==> src/rtl/omux_arbiter_pkg.sv <==
// omux_pkg: shared FSM state type and constants for the omux record path.
package omux_pkg;

    typedef enum logic [1:0] {
        ST_IDLE   = 2'd0,
        ST_SETTLE = 2'd1,
        ST_HDR    = 2'd2,
        ST_XFER   = 2'd3
    } omux_state_e;

    localparam logic [3:0] OMUX_HDR_TAG = 4'hA;
    localparam int         OMUX_MAX_SRC = 16;

    // Index width for n sources; never below one bit so single-source builds still have a vector.
    function automatic int omux_idx_w(int n);
        return (n > 1) ? $clog2(n) : 1;
    endfunction

endpackage

==> src/rtl/omux_arbiter_if.sv <==
// omux_arbiter_if: record-source bus plus downstream byte-sink handshake.
// master = arbiter side, slave = sources/sink side.
interface omux_arbiter_if #(
    parameter int NSRC = 4
);
    logic [NSRC-1:0] omux_req_i;
    logic [NSRC-1:0] omux_sel_o;
    logic [7:0]      omux_data_i;
    logic [7:0]      dout_o;
    logic            dout_valid_o;
    logic            dout_ready_i;
    logic            rec_done_o;
    logic            abort_o;

    modport master (
        input  omux_req_i, omux_data_i, dout_ready_i,
        output omux_sel_o, dout_o, dout_valid_o, rec_done_o, abort_o
    );

    modport slave (
        output omux_req_i, omux_data_i, dout_ready_i,
        input  omux_sel_o, dout_o, dout_valid_o, rec_done_o, abort_o
    );
endinterface

==> src/rtl/omux_arbiter_rr_pick.sv <==
// rr_pick: combinational round-robin search. Returns the first set request
// at or after ptr, wrapping circularly.
module rr_pick #(
    parameter int N  = 4,
    parameter int PW = 2
) (
    input  logic [N-1:0]  req,
    input  logic [PW-1:0] ptr,
    output logic          found,
    output logic [PW-1:0] idx
);
    logic [N-1:0] rot;

    // Rotate so bit k of rot is request (ptr+k) mod N.
    assign rot = N'({req, req} >> ptr);

    // Scan from the far end so the smallest offset is the last writer.
    always_comb begin
        found = 1'b0;
        idx   = '0;
        for (int k = N - 1; k >= 0; k--) begin
            if (rot[k]) begin
                found = 1'b1;
                idx   = PW'((int'(ptr) + k) % N);
            end
        end
    end
endmodule

==> src/rtl/omux_arbiter.sv <==
// omux_arbiter: grants one record source at a time, strobes its select to
// drain one record byte-by-byte and forwards the bytes to a valid/ready sink.
// Optional OMUX_HEADER_EN: prefix each record with {4'hA, grant}.
module omux_arbiter
    import omux_pkg::*;
#(
    parameter int NSRC      = 4,
    parameter int REC_BYTES = 16
) (
    input  logic           clk_i,
    input  logic           rst_n_i,
    omux_arbiter_if.master bus
);
    localparam int PW = omux_idx_w(NSRC);
    localparam int CW = $clog2(REC_BYTES + 1);
    localparam logic [CW-1:0] LAST = CW'(REC_BYTES - 1);

    omux_state_e     state_q, state_d;
    logic [PW-1:0]   ptr_q, ptr_d, grant_q, grant_d, grant_inc, pick_idx;
    logic [CW-1:0]   cnt_q, cnt_d;
    logic [7:0]      dout_q, dout_d;
    logic            dv_q, dv_d, done_q, done_d, abort_q, abort_d;
    logic            pick_found, req_g, slot_free;
    logic [NSRC-1:0] sel;

    rr_pick #(.N(NSRC), .PW(PW)) u_pick (
        .req   (bus.omux_req_i),
        .ptr   (ptr_q),
        .found (pick_found),
        .idx   (pick_idx)
    );

    assign req_g     = bus.omux_req_i[grant_q];
    assign slot_free = !dv_q || bus.dout_ready_i;
    assign grant_inc = (grant_q == PW'(NSRC - 1)) ? '0 : grant_q + PW'(1);

    // Next-state, select strobe and output-register load decisions.
    always_comb begin
        state_d = state_q;
        ptr_d   = ptr_q;
        grant_d = grant_q;
        cnt_d   = cnt_q;
        dout_d  = dout_q;
        dv_d    = dv_q;
        done_d  = 1'b0;
        abort_d = 1'b0;
        sel     = '0;
        // An accepted byte frees the register unless a new one lands below.
        if (dv_q && bus.dout_ready_i) dv_d = 1'b0;
        case (state_q)
            ST_IDLE: begin
                if (pick_found) begin
                    grant_d = pick_idx;
                    state_d = ST_SETTLE;
                end
            end
            ST_SETTLE: begin
                // Source gave up before shifting anything: quiet return.
                if (!req_g) state_d = ST_IDLE;
`ifdef OMUX_HEADER_EN
                else state_d = ST_HDR;
`else
                else state_d = ST_XFER;
`endif
            end
`ifdef OMUX_HEADER_EN
            ST_HDR: begin
                if (!req_g) begin
                    abort_d = 1'b1;
                    cnt_d   = '0;
                    ptr_d   = grant_inc;
                    state_d = ST_IDLE;
                end else if (slot_free) begin
                    dout_d  = {OMUX_HDR_TAG, 4'(grant_q)};
                    dv_d    = 1'b1;
                    state_d = ST_XFER;
                end
            end
`endif
            ST_XFER: begin
                if (!req_g) begin
                    abort_d = 1'b1;
                    cnt_d   = '0;
                    ptr_d   = grant_inc;
                    state_d = ST_IDLE;
                end else if (slot_free) begin
                    sel[grant_q] = 1'b1;
                    dout_d       = bus.omux_data_i;
                    dv_d         = 1'b1;
                    if (cnt_q == LAST) begin
                        cnt_d   = '0;
                        done_d  = 1'b1;
                        ptr_d   = grant_inc;
                        state_d = ST_IDLE;
                    end else begin
                        cnt_d = cnt_q + CW'(1);
                    end
                end
            end
            default: state_d = ST_IDLE;
        endcase
    end

    // State and output registers; reset drops select and valid immediately.
    always_ff @(posedge clk_i or negedge rst_n_i) begin
        if (!rst_n_i) begin
            state_q <= ST_IDLE;
            ptr_q   <= '0;
            grant_q <= '0;
            cnt_q   <= '0;
            dout_q  <= '0;
            dv_q    <= 1'b0;
            done_q  <= 1'b0;
            abort_q <= 1'b0;
        end else begin
            state_q <= state_d;
            ptr_q   <= ptr_d;
            grant_q <= grant_d;
            cnt_q   <= cnt_d;
            dout_q  <= dout_d;
            dv_q    <= dv_d;
            done_q  <= done_d;
            abort_q <= abort_d;
        end
    end

    assign bus.omux_sel_o   = sel;
    assign bus.dout_o       = dout_q;
    assign bus.dout_valid_o = dv_q;
    assign bus.rec_done_o   = done_q;
    assign bus.abort_o      = abort_q;
endmodule

==> src/flat_wrapper.sv <==
// flat-port wrapper written by rule: the top's interface ports become plain ports
module omux_arbiter_flat import omux_pkg::*;
#(
    parameter int NSRC      = 4,
    parameter int REC_BYTES = 16
)
  (clk_i, rst_n_i, bus_omux_req_i, bus_omux_data_i, bus_dout_ready_i, bus_omux_sel_o, bus_dout_o, bus_dout_valid_o, bus_rec_done_o, bus_abort_o);
  omux_arbiter_if #(.NSRC(NSRC)) bus_i ();
  input  logic clk_i;
  input  logic rst_n_i;
  input wire logic [$bits(bus_i.omux_req_i)-1:0] bus_omux_req_i;
  input wire logic [$bits(bus_i.omux_data_i)-1:0] bus_omux_data_i;
  input wire logic [$bits(bus_i.dout_ready_i)-1:0] bus_dout_ready_i;
  output wire logic [$bits(bus_i.omux_sel_o)-1:0] bus_omux_sel_o;
  output wire logic [$bits(bus_i.dout_o)-1:0] bus_dout_o;
  output wire logic [$bits(bus_i.dout_valid_o)-1:0] bus_dout_valid_o;
  output wire logic [$bits(bus_i.rec_done_o)-1:0] bus_rec_done_o;
  output wire logic [$bits(bus_i.abort_o)-1:0] bus_abort_o;
  assign bus_i.omux_req_i = bus_omux_req_i;
  assign bus_i.omux_data_i = bus_omux_data_i;
  assign bus_i.dout_ready_i = bus_dout_ready_i;
  assign bus_omux_sel_o = bus_i.omux_sel_o;
  assign bus_dout_o = bus_i.dout_o;
  assign bus_dout_valid_o = bus_i.dout_valid_o;
  assign bus_rec_done_o = bus_i.rec_done_o;
  assign bus_abort_o = bus_i.abort_o;
  omux_arbiter #(.NSRC(NSRC), .REC_BYTES(REC_BYTES)) u_core (.clk_i(clk_i), .rst_n_i(rst_n_i), .bus(bus_i));
endmodule
==> config.mk <==
export PLATFORM = sky130hd
export DESIGN_NAME = omux_arbiter_flat
export DESIGN_NICKNAME = d
export VERILOG_FILES = /design/src/rtl/omux_arbiter_pkg.sv /design/src/rtl/omux_arbiter_if.sv /design/src/rtl/omux_arbiter_rr_pick.sv /design/src/rtl/omux_arbiter.sv /design/src/flat_wrapper.sv
export SDC_FILE = /design/constraint.sdc
export NUM_CORES = 1
export LEC_CHECK = 0
export ABC_AREA = 1
export BUFFER_PORTS_ARGS = -buffer_cell sky130_fd_sc_hd__buf_4
export CORE_ASPECT_RATIO = 0.7
export CORE_MARGIN = 4
export CORE_UTILIZATION = 57
export DETAILED_ROUTE_END_ITERATION = 10
export PLACE_DENSITY = 0.8
export SYNTH_ARGS = -nofsm -noshare
export SYNTH_HDL_FRONTEND = slang
export SYNTH_SLANG_ARGS = --single-unit
==> constraint.sdc <==
create_clock -name clk_i -period 2.2 [get_ports clk_i]
set_input_delay 0.11 -clock clk_i [delete_from_list [all_inputs] [get_ports clk_i]]
set_output_delay 0.11 -clock clk_i [all_outputs]
set_load 0.05 [all_outputs]
After elaboration in Yosys (flattened, before gate mapping):

Cells that the tools add are included.
W data, S select, Z words.

* shift operators: 1
* order comparisons: 2
* equal/unequal tests: 9
* muxes and demuxes: 38
* $add $sub $neg: 5
* reduce and logical (&&, ||, !) cells: 10

Operator list (count)
* $mux W2: 13
* $mux W1: 16
* $mux W5: 3
* $mux W4: 3
* $reduce_and A3 Y1: 3
* $shr A8 B2 Y4: 1
* $ne A3 B3 Y1 const B: 2
* $pmux W2 S3: 1
* $add A5 B1 Y5 const B: 1
* $eq A5 B4 Y1 const B: 1
* $add A2 B1 Y2 const B: 2
* $add A2 B2 Y2 const B: 2
* $eq A2 B2 Y1 const B: 2
* $ne A2 B2 Y1 const B: 2
* $reduce_and A2 Y1: 2
* $lt A2 B3 Y1 const B: 1
* $bmux W1 S2: 1
* $demux W1 S2: 1
* $eq A2 B1 Y1 const B: 1
* $ge A2 B1 Y1 const B: 1
* $logic_and A1 B1 Y1: 2
* $logic_not A2 Y1: 1
* $ne A2 B1 Y1 const B: 1
* $logic_not A1 Y1: 1
* $logic_or A1 B1 Y1: 1

* register bits: 22
* input port bits: 15
* logic and storage cells: 73
* output and inout bits: 15

Depth between registers and ports, before layout:

Gate-level depths: netlist of the first run.

* depth in word-level cells: 7
* mapped depth: 10
* mapped depth without buffers: 9

By module:

Synthesis of the first run repeated with hierarchy kept, for this count alone.

* cell total of the unflattened synthesis: 185
* area total of the unflattened synthesis: 1341.3 sq um

By module, submodules not included
* omux_arbiter: area an instance 1098.6 sq um, cells each 139, seq. area each 550.5 sq um, instances 1
* rr_pick: area an instance 242.7 sq um, cells each 46, seq. area each 0.0 sq um, instances 1

Worst setup path before layout of the first run:

OpenSTA, ideal clock, no wires.

* path kind: register to output
* start point: register u_core.dv_q, in the netlist u_core.bus.dout_valid_o
* end point: output port bus_omux_sel_o[0]
* path slack: 0.314 ns
* required time: 2.090 ns
* stages on the path, launching flop included: 7
* data arrival time: 1.776 ns
* path buffers: 1
* cell sequence: dfrtp_1 > inv_1 > nor2_4 > nor2_8 > nand2_4 > buf_6 > nor2_1

* longest elaborated chain between the ends: 5

RTL lines
* start: declaration: RTL line omux_arbiter.sv:22 `logic dv_q, dv_d, done_q, done_d, abort_q, abort_d;`
* start signal: assignment: RTL line omux_arbiter.sv:121 `dv_q <= dv_d;`
* $logic_not A1 Y1: RTL line omux_arbiter.sv:34 `assign slot_free = !dv_q || bus.dout_ready_i;`
* $logic_or A1 B1 Y1: RTL line omux_arbiter.sv:34
* $mux W4: RTL line omux_arbiter.sv:86 `end else if (slot_free) begin`
* $mux W4: RTL line omux_arbiter.sv:81 `if (!req_g) begin`
* $mux W4: RTL line omux_arbiter.sv:50 `case (state_q)`
* end: declaration: RTL line flat_wrapper.sv:14 `output wire logic [$bits(bus_i.omux_sel_o)-1:0] bus_omux_sel_o;`

No other way between the ends.

Final worst setup path of the first run:

* start point: register u_core.grant_q[0]
* end point: output port bus_omux_sel_o[0]

* longest elaborated chain between the ends: 7
* elaborated cells on any way between the ends: 10
* classes of those cells: order compare (2); mux (7); reduce/logical (1)

RTL lines
* start: declaration: RTL line omux_arbiter.sv:19 `logic [PW-1:0] ptr_q, ptr_d, grant_q, grant_d, grant_inc, pick_idx;`
* start signal: assignment: RTL line omux_arbiter.sv:118 `grant_q <= grant_d;`
* $lt A2 B3 Y1 (not written as such) / $ge A2 B1 Y1 (equally long branches): RTL line omux_arbiter.sv:87 `sel[grant_q] = 1'b1;`
* $logic_and A1 B1 Y1 (not written as such): RTL line omux_arbiter.sv:87
* $mux W1 (not written as such): RTL line omux_arbiter.sv:87
* $demux W1 S2
* $mux W4: RTL line omux_arbiter.sv:86
* $mux W4 *: RTL line omux_arbiter.sv:81
* $mux W4 *: RTL line omux_arbiter.sv:50

Every way passes the cells marked *; elsewhere a longest branch is shown, timed or not. The select of a mux whose other input is x is not followed.

==> flow_summary.ini, run 1 <==
[run_status]
status = completed

[global_route]
grt_max_degree = 23
overflow = 0
grt_pass1_vias = 1095
antenna_found_initial = 0
grt_pass1_wl_um = 5110
grt_use_total_pct = 20.4

[yosys]
syn_nets = 197
syn_inst = 177
netlist_area_um2 = 1340
yosys_warnings = 0
netlist-cell-type-count = 27
syn_area_per_cell_um2 = 7.54
ys_ff_latch = 22
yosysSeqAreaShare_pct = 41.2

[routing]
wl_per_cell_um = 12.8
firstDrtPassIters = 4
finalWirelength_um = 3060
ant_nets = 0
drtIter0Drc = 64
via_per_inst = 5.10
num_vias = 1220
drt_drc_violations_left = 0

[finish]
drive_gt1_share_pct = 23.2
final_nets = 228
fin_util_pct = 73.3
areaGrowthSynthToFinish_pct = 20.2
layout_common_cells = 52 x nand2_1, 29 x buf_4, 26 x nand3_1
final_common_cell = nand2_1
antennaDiodeCount = 0

[critical_path]
required_ns = 2.09
arrival_ns = 1.87
critPathTopFamily = buffers and inverters
worstReg2RegStart = u_core.cnt_q[0]$_DFFE_PN0P_
path_depth = 8
path_common_cell = inv_2
cp_slowest_stage_delay_ns = 0.46
crit_slowest_cell = dfrtp_1
reg2reg_depth = 6
start_kind = register
crit_type = reg -> out
path_buf_inv = 3
path_cells = inv_2, nand2_1, nand3_1, nand2_2, inv_2, nand2_4, nor2_1, buf_4
rrSetupSlack_ns = 0.60
timing.rr.end = u_core.state_q[0]$_DFFE_PN0P_
endpoint_kind = output port
crit_fanout = 15

[floorplanning]
initial_core_util_pct = 61.0
dieArea_um2 = 3190
die_y_um = 48.5
io_pins = 30
core_area_um2 = 2190
row_count = 14
die_w_um = 65.8

[sta]
fmax_mhz = 506
setup_violations = 0
period_share_pct = 89.8
fin_crit_ns = 1.98
holdWs_ns = 0.0276
final_max_slew_viol_count = 0
tns_ns = 0
slew_headroom_pct = 75.5
finClkSkew_ns = 0.00206
worst_slew_pin_slew_ns = 0.365
rsz0062_at_grt = no
hold_viol_final = 0

[clock_network]
cts.sinks = 22
cts_resized = 0
clk_latency_ns = 0.30
clk_pin_slew_worst_paths_ns = 0.12
cts_tree = done
htreeDepth = 1
clk_root_buffer_cell = clkbuf_4
post-cts-setup-buffer-count = 0
cts_buffer_depth = 2
cts_buffers = 3
holdBufCountCts = 1

[place]
hpwlAfterDp_um = 2370
port_buffers = 29
place_congestion = 0.854

[pwr]
leakagePower_nw = 0.900
p_per_area_nw_per_um2 = 1440
ir_drop_mv = 0.887
finalPower_mw = 2.30

[min_path]
holdPathEnd = u_core.bus.dout_o[2]$_DFFE_PN0P_
worstHoldStart = bus_omux_data_i[2]
min_delay_path_depth = 3
min_path_type = in -> reg

[job]
maxCapViolCount = 0
sequential cells by signal, indices dropped and copies added (netlist names):
register                 flops
u_core.bus.abort_o           1
u_core.bus.rec_done_o        1
u_core.ptr_q                 2
u_core.state_q               2
u_core.bus.dout_o            8
u_core.bus.dout_valid_o      1
u_core.grant_q               2
u_core.cnt_q                 5
per-stage QoR:
step           cells  worst slack, ns  area, µm²
2_1_floorplan    177            0.314       1340
3_3_place_gp     234            0.650       1560
3_5_place_dp     234            0.601       1560
4_1_cts          239            0.225       1600
5_1_grt          239           0.0716       1600
6_report         239            0.224       1600
area by class of cell:
type / instances / area [µm²]
clock buffer: 4 / 36.3
fill: 171 / 586
inverter: 26 / 103
multi-input combinational: 125 / 647
sequential: 22 / 551
tap: 32 / 40.0
timing repair buffer: 30 / 228
cells in the mapped netlist (all sizes together):
cell type	instances	share of area, %
o311ai	1	0.66
xnor2	2	1.3
nor2	16	6.7
inv	26	7.7
ha	5	4.7
nand2	58	18
o211ai	1	0.56
nor3b	1	0.56
a21oi	4	1.5
o31ai	1	0.56
nor3	1	0.37
buf	4	2.6
dfrtp	22	41
o21ai	8	3.3
nand3	27	10
worst max-delay path by stage:
stage	startpoint	end	slack (ns)
floorplan	u_core.bus.dout_valid_o$_DFF_PN0_	bus_omux_sel_o[0]	0.31
CTS	u_core.grant_q[0]$_DFFE_PN0P_	bus_omux_sel_o[0]	0.23
global route	u_core.grant_q[0]$_DFFE_PN0P_	bus_omux_sel_o[1]	0.07
global placement	u_core.grant_q[0]$_DFFE_PN0P_	bus_omux_sel_o[3]	0.65
detailed placement	u_core.grant_q[0]$_DFFE_PN0P_	bus_omux_sel_o[0]	0.60
finish	u_core.grant_q[0]$_DFFE_PN0P_	bus_omux_sel_o[0]	0.22
report_power, final:
group / internal (mW) / total, mW / switching (mW)
combinational: 0.421 / 1.36 / 0.941
sequential: 0.558 / 0.721 / 0.163
clock: 0.101 / 0.221 / 0.120
total: 1.08 / 2.30 / 1.22
per-layer routing:
layer | share of wire [%] | vias to the layer above | track usage (%)
met5 | 0 | - | 0
met4 | 0.43 | 0 | 3.10
met3 | 7.7 | 2 | 4.40
met2 | 45 | 48 | 29.8
met1 | 47 | 554 | 31.5
li1 | - | 616 | -
tightest hold or removal path, cell delays in order:
cell     delay [ns]
buf_4          0.08
nand3_1        0.06
nand2_1        0.06
cell families after synthesis:
family	count (synthesis)	synth area share (%)
and+or+nand+nor	103	35.9
buffers and inverters	30	10.3
DFF	22	41.2
AOI/OAI and AO/OA	15	6.56
adders and majority gates	5	4.69
xor gates and xnor gates	2	1.31
Note: power is estimated with default switching activity, not from simulation.
==> inputs of run 2 (changes only) <==
--- a/config.mk
+++ b/config.mk
@@ -8,7 +8,7 @@
 export ABC_AREA = 1
 export BUFFER_PORTS_ARGS = -buffer_cell sky130_fd_sc_hd__buf_4
 export CORE_ASPECT_RATIO = 0.7
-export CORE_MARGIN = 4
+export CORE_MARGIN = 2
 export CORE_UTILIZATION = 57
 export DETAILED_ROUTE_END_ITERATION = 10
 export PLACE_DENSITY = 0.8
==> run 2 against run 1 <==
  * Critical path depth did not move
  * Wire length fell by 0.13%
  * Flip-flop and latch count did not move
  * Global-route usage rose by 5.4 points
  * Sequential share of layout area rose by 0.30 points
  * Highest routed layer unchanged
==> flow_summary.ini, run 2 (synthesis gave the netlist of run 1 again) <==
[critical_path]
path_common_cell = inv_2
start_kind = register
required_ns = 2.09
endpoint_kind = output port
crit_slowest_cell = dfrtp_1
cp_slowest_stage_delay_ns = 0.46
arrival_ns = 1.87
crit_fanout = 15
crit_type = reg -> out
path_cells = inv_2, nand2_1, nand3_1, nand2_2, inv_2, nand2_4, nor2_1, buf_4
reg2reg_depth = 6

[global_route]
overflow = 0
antenna_found_initial = 0
grt_use_total_pct = 25.8
grt_pass1_wl_um = 5200
grt_max_degree = 23
grt_pass1_vias = 1189

[pwr]
p_switching_mw = 1.22
p_comb_share_pct = 60.3
p_per_area_nw_per_um2 = 1430
leakagePower_nw = 0.893
p_int_mw = 1.04
clkPwrFrac_pct = 7.9
power_frac_seq_pct = 31.9
p_sw_share_pct = 54.0
ir_drop_mv = 0.960

[routing]
ant_nets = 0
wl_per_cell_um = 12.8
drt_drc_violations_left = 0
firstDrtPassIters = 4
finalWirelength_um = 3050
num_vias = 1255
via_per_inst = 5.27
drtIter0Drc = 122

[floorplanning]
core_area_um2 = 2190
dieArea_um2 = 2750
io_pins = 30
row_count = 14
die_y_um = 44.5
die_w_um = 61.8
initial_core_util_pct = 61.0

[clock_network]
cts_tree = done
cts_buffers = 3
cts.sinks = 22
clk_latency_ns = 0.30
cts_resized = 0
htreeDepth = 1
clk_root_buffer_cell = clkbuf_4
cts_buffer_depth = 2
clk_pin_slew_worst_paths_ns = 0.12

[place]
hpwlAfterDp_um = 2460
port_buffers = 29
pre_cts_ws_ns = 0.548
placed_cells = 234
postPlaceCellArea_um2 = 1560
place_congestion = 0.859

[finish]
final_common_cell = nand2_1
final_nets = 228
layout_common_cells = 52 x nand2_1, 29 x buf_4, 26 x nand3_1
largest_register_ffs = 8
antennaDiodeCount = 0
finish.instance_area_um2 = 1590
stdcell_count = 238
areaGrowthSynthToFinish_pct = 19.1
drive_gt1_share_pct = 22.8

[min_path]
min_path_type = in -> reg
min_delay_path_depth = 3

[sta]
hold_viol_final = 0
fin_crit_ns = 1.98
rsz0062_at_grt = no
tns_ns = 0
worst_slew_pin_slew_ns = 0.344
period_share_pct = 89.9
fmax_mhz = 506
finClkSkew_ns = 0.00314
slew_headroom_pct = 77.1
setup_violations = 0
layout_setup_ws_ns = 0.223
final_max_slew_viol_count = 0

[run_status]
status = completed

[job]
maxCapViolCount = 0
-- run 2: cell types whose count changed in the layout (fill, tap and decap cells not counted) --
| cell | change |
|---|---|
| clkbuf_8 | -1 |
-- run 2: what timing repair did --
action / CTS / global route
endpoints found under the hold margin: 22 / 0
setup buffers: 0 / 0
hold buffers: 1 / 0
setup endpoints to repair: 0 / 0
-- run 2: layout make-up --
class / instances / area (µm²)
clock buffers: 3 / 22.5
multi-input cells: 125 / 647
flip-flops and latches: 22 / 551
inverters: 26 / 103
fillers: 190 / 599
well taps: 32 / 40.0
repair buffers: 30 / 228
-- run 2: final timing paths --
kind	from	endpoint	slack [ns]
max	u_core.grant_q[0]$_DFFE_PN0P_	bus_omux_sel_o[3]	0.22
min	bus_omux_data_i[0]	u_core.bus.dout_o[0]$_DFFE_PN0P_	0.03
max reg2reg	u_core.cnt_q[0]$_DFFE_PN0P_	u_core.state_q[1]$_DFFE_PN0P_	0.69
min reg2reg	u_core.bus.dout_o[4]$_DFFE_PN0P_	u_core.bus.dout_o[4]$_DFFE_PN0P_	0.49
max in group asynchronous	rst_n_i	u_core.state_q[0]$_DFFE_PN0P_	1.76
min in group asynchronous	rst_n_i	u_core.ptr_q[1]$_DFFE_PN0P_	0.22
-- run 2: metrics by stage --
stage | util [%] | power (mW) | hold WS [ns]
3_3_place_gp | 71.1 | 2.03 | 0.0109
3_5_place_dp | 71.1 | 2.09 | 0.0166
5_1_grt | 72.6 | 2.46 | 0.0232
2_1_floorplan | - | 1.76 | -0.186
6_report | 72.6 | 2.27 | 0.0307
4_1_cts | 72.6 | 2.27 | 0.0295
-- run 2: critical path: cells and delay by family, from the launching register on --
family,cells,cell delay [ns]
simple gates,5,0.56
buf+inv,3,0.55
flops,1,0.46
-- run 2: power by group through the flow --
stage / Combinational (mW) / Clock (mW) / Sequential, mW
detailed placement: 1.36 / 0 / 0.727
global placement: 1.31 / 0 / 0.715
global route: 1.51 / 0.205 / 0.748
finish: 1.37 / 0.178 / 0.723
CTS: 1.37 / 0.181 / 0.721
floorplan: 0.816 / 0 / 0.942
-- run 2: routing by layer --
| layer | part of all wire [%] | vias to the layer above | track usage, % |
|---|---|---|---|
| met5 | 0 | - | 0 |
| met4 | 0.52 | 0 | 4.26 |
| met3 | 7.2 | 4 | 7.60 |
| met2 | 47 | 53 | 40.0 |
| met1 | 45 | 583 | 36.5 |
| li1 | - | 615 | - |
==> inputs of run 3 (changes only) <==
--- a/config.mk
+++ b/config.mk
@@ -5,13 +5,12 @@
 export SDC_FILE = /design/constraint.sdc
 export NUM_CORES = 1
 export LEC_CHECK = 0
-export ABC_AREA = 1
 export BUFFER_PORTS_ARGS = -buffer_cell sky130_fd_sc_hd__buf_4
 export CORE_ASPECT_RATIO = 0.7
 export CORE_MARGIN = 2
-export CORE_UTILIZATION = 57
+export CORE_UTILIZATION = 30
 export DETAILED_ROUTE_END_ITERATION = 10
-export PLACE_DENSITY = 0.8
+export PLACE_DENSITY = 0.47
 export SYNTH_ARGS = -nofsm -noshare
 export SYNTH_HDL_FRONTEND = slang
 export SYNTH_SLANG_ARGS = --single-unit
==> run 3 against run 2 <==
  * Global-route usage down 15 points
  * Combinational power down 23%
  * Highest routed layer unchanged
  * Final cell count down 25%
  * Critical path depth down 4
  * Die area up 55%
  * Cell area down 8.0%
==> flow_summary.ini, run 3 <==
[run_status]
status = completed

[floorplanning]
row_count = 18
die_w_um = 77.3
dieArea_um2 = 4280
io_pins = 30
initial_core_util_pct = 31.7
core_area_um2 = 3560
die_y_um = 55.3

[yosys]
syn_nets = 115
yosysMostFrequentCell = dfrtp_1
syn_area_per_cell_um2 = 11.9
yosys_warnings = 0
ys_top_cells_by_count = 22 x dfrtp_1, 8 x mux2_4, 8 x nand2_1
synthArstFlopShare_pct = 100
synth_top_family_by_area = simple AND/OR/NAND/NOR gates
synthSimpleGateAreaFrac_pct = 15.9
synthTopCellsByArea = dfrtp_1 49%, mux2_4 11%, ha_1 5.5%, nand2_1 2.7%, and3_1 2.2%
ys.flop_type = dfrtp_1
synth_compound_area_share_pct = 11.3
synth-xor-area-share_pct = 0
synth-edff-count = 0
yosysTopAreaCellShare_pct = 48.8
yosysSeqAreaShare_pct = 48.8
yosys.area.top_type = dfrtp_1
synthAdderAreaFrac_pct = 5.54
syn_inst = 95
netlist-cell-type-count = 34
ys_ff_latch = 22
netlist_area_um2 = 1130
synthMuxAreaShare_pct = 15.5

[finish]
final_common_cell = buf_4
areaGrowthSynthToFinish_pct = 29.6
fin_util_pct = 41.1
antennaDiodeCount = 0
final_nets = 149
largest_register_ffs = 8
drive_gt1_share_pct = 38.3
layout_common_cells = 30 x buf_4, 22 x dfrtp_1, 8 x nand2_1, 8 x mux2_4

[routing]
drt_drc_violations_left = 0
firstDrtPassIters = 4
ant_nets = 0
wl_per_cell_um = 12.3
via_per_inst = 4.71
finalWirelength_um = 2190
drtIter0Drc = 39
num_vias = 838

[sta]
tns_ns = 0
slew_headroom_pct = 49.0
fmax_mhz = 514
fin_crit_ns = 1.95
final_max_slew_viol_count = 0
worst_slew_pin_slew_ns = 0.756
finClkSkew_ns = 0.00394
period_share_pct = 88.5
rsz0062_at_grt = no
setup_violations = 0
hold_viol_final = 0

[critical_path]
required_ns = 2.34
timing.rr.end = u_core.bus.dout_o[5]$_DFFE_PN0P_
critPathTopFamily = multiplexers
crit_slowest_cell = mux4_2
crit_start = u_core.grant_q[0]$_DFFE_PN0P_
arrival_ns = 2.09
crit_fanout = 13
path_cells = mux4_2, nand4_2, buf_4, mux2_4
endpoint_kind = register
path_depth = 4
worstSetupEndpoint = u_core.bus.dout_o[5]$_DFFE_PN0P_
rrSetupSlack_ns = 0.25
crit_type = reg -> reg
start_kind = register
reg2reg_depth = 4
cp_slowest_stage_delay_ns = 0.69
worstReg2RegStart = u_core.grant_q[0]$_DFFE_PN0P_
path_buf_inv = 1

[clock_network]
cts_buffer_depth = 2
clk_pin_slew_worst_paths_ns = 0.08
holdBufCountCts = 1
clk_root_buffer_cell = clkbuf_8
cts_tree = done
cts.sinks = 22
post-cts-setup-buffer-count = 0
htreeDepth = 1
cts_resized = 0
clk_latency_ns = 0.26
cts_buffers = 3

[global_route]
grt_max_degree = 23
antenna_found_initial = 0
grt_pass1_vias = 797
grt_use_total_pct = 11.1
overflow = 0
grt_pass1_wl_um = 3780

[pwr]
leakagePower_nw = 0.734
p_per_area_nw_per_um2 = 1410
finalPower_mw = 2.06
ir_drop_mv = 0.777

[min_path]
min_path_type = in -> reg
worstHoldStart = bus_omux_data_i[6]
min_delay_path_depth = 2

[job]
maxCapViolCount = 0

[place]
place_congestion = 0.739
port_buffers = 29
hpwlAfterDp_um = 1700
## run 3: how the worst min path moves through the flow
| stage | to | slack (ns) |
|---|---|---|
| CTS | u_core.bus.dout_o[6]$_DFFE_PN0P_ | 0.07 |
| detailed placement | u_core.bus.dout_valid_o$_DFF_PN0_ | 0.01 |
| finish | u_core.bus.dout_o[6]$_DFFE_PN0P_ | 0.08 |
| global placement | u_core.bus.dout_valid_o$_DFF_PN0_ | 0.01 |
| global route | u_core.bus.dout_o[7]$_DFFE_PN0P_ | 0.07 |
| floorplan | u_core.bus.abort_o$_DFF_PN0_ | -0.19 |
## run 3: final cells by class
type                            count  area (µm²)
Tap cell                           50        62.6
Sequential cell                    22         551
Multi-Input combinational cell     67         544
Fill cell                         369        2100
Inverter                            4        15.0
Clock buffer                        4        55.1
Timing Repair Buffer               31         235
## run 3: report_power, final
part | switching (mW) | internal (mW) | total [mW]
Clock | 0.121 | 0.159 | 0.280
Sequential | 0.158 | 0.576 | 0.734
Combinational | 0.626 | 0.422 | 1.05
Total | 0.904 | 1.16 | 2.06
## run 3: cell families after synthesis
kind of cell,count (synthesis)
fa+ha+maj,5
flops,22
buf+inv,6
simple gates,32
mux,12
compound gates,18
## run 3: per-layer routing
metal / share of wire, % / up-vias / GRT usage, %
met5: 0 / - / 0
met4: 0.41 / 0 / 2.30
met3: 4.9 / 2 / 4.41
met2: 44 / 16 / 14.9
met1: 51 / 411 / 16.7
li1: - / 409 / -
## run 3: stage by stage
stage | instance area [µm²] | hold WS (ns) | std cells | setup WS, ns
floorplan | 1130 | -0.186 | 95 | 0.494
global placement | 1400 | 0.0140 | 173 | 0.302
detailed placement | 1400 | 0.0125 | 173 | 0.248
CTS | 1460 | 0.0703 | 178 | 0.240
global route | 1460 | 0.0697 | 178 | 0.141
finish | 1460 | 0.0765 | 178 | 0.254
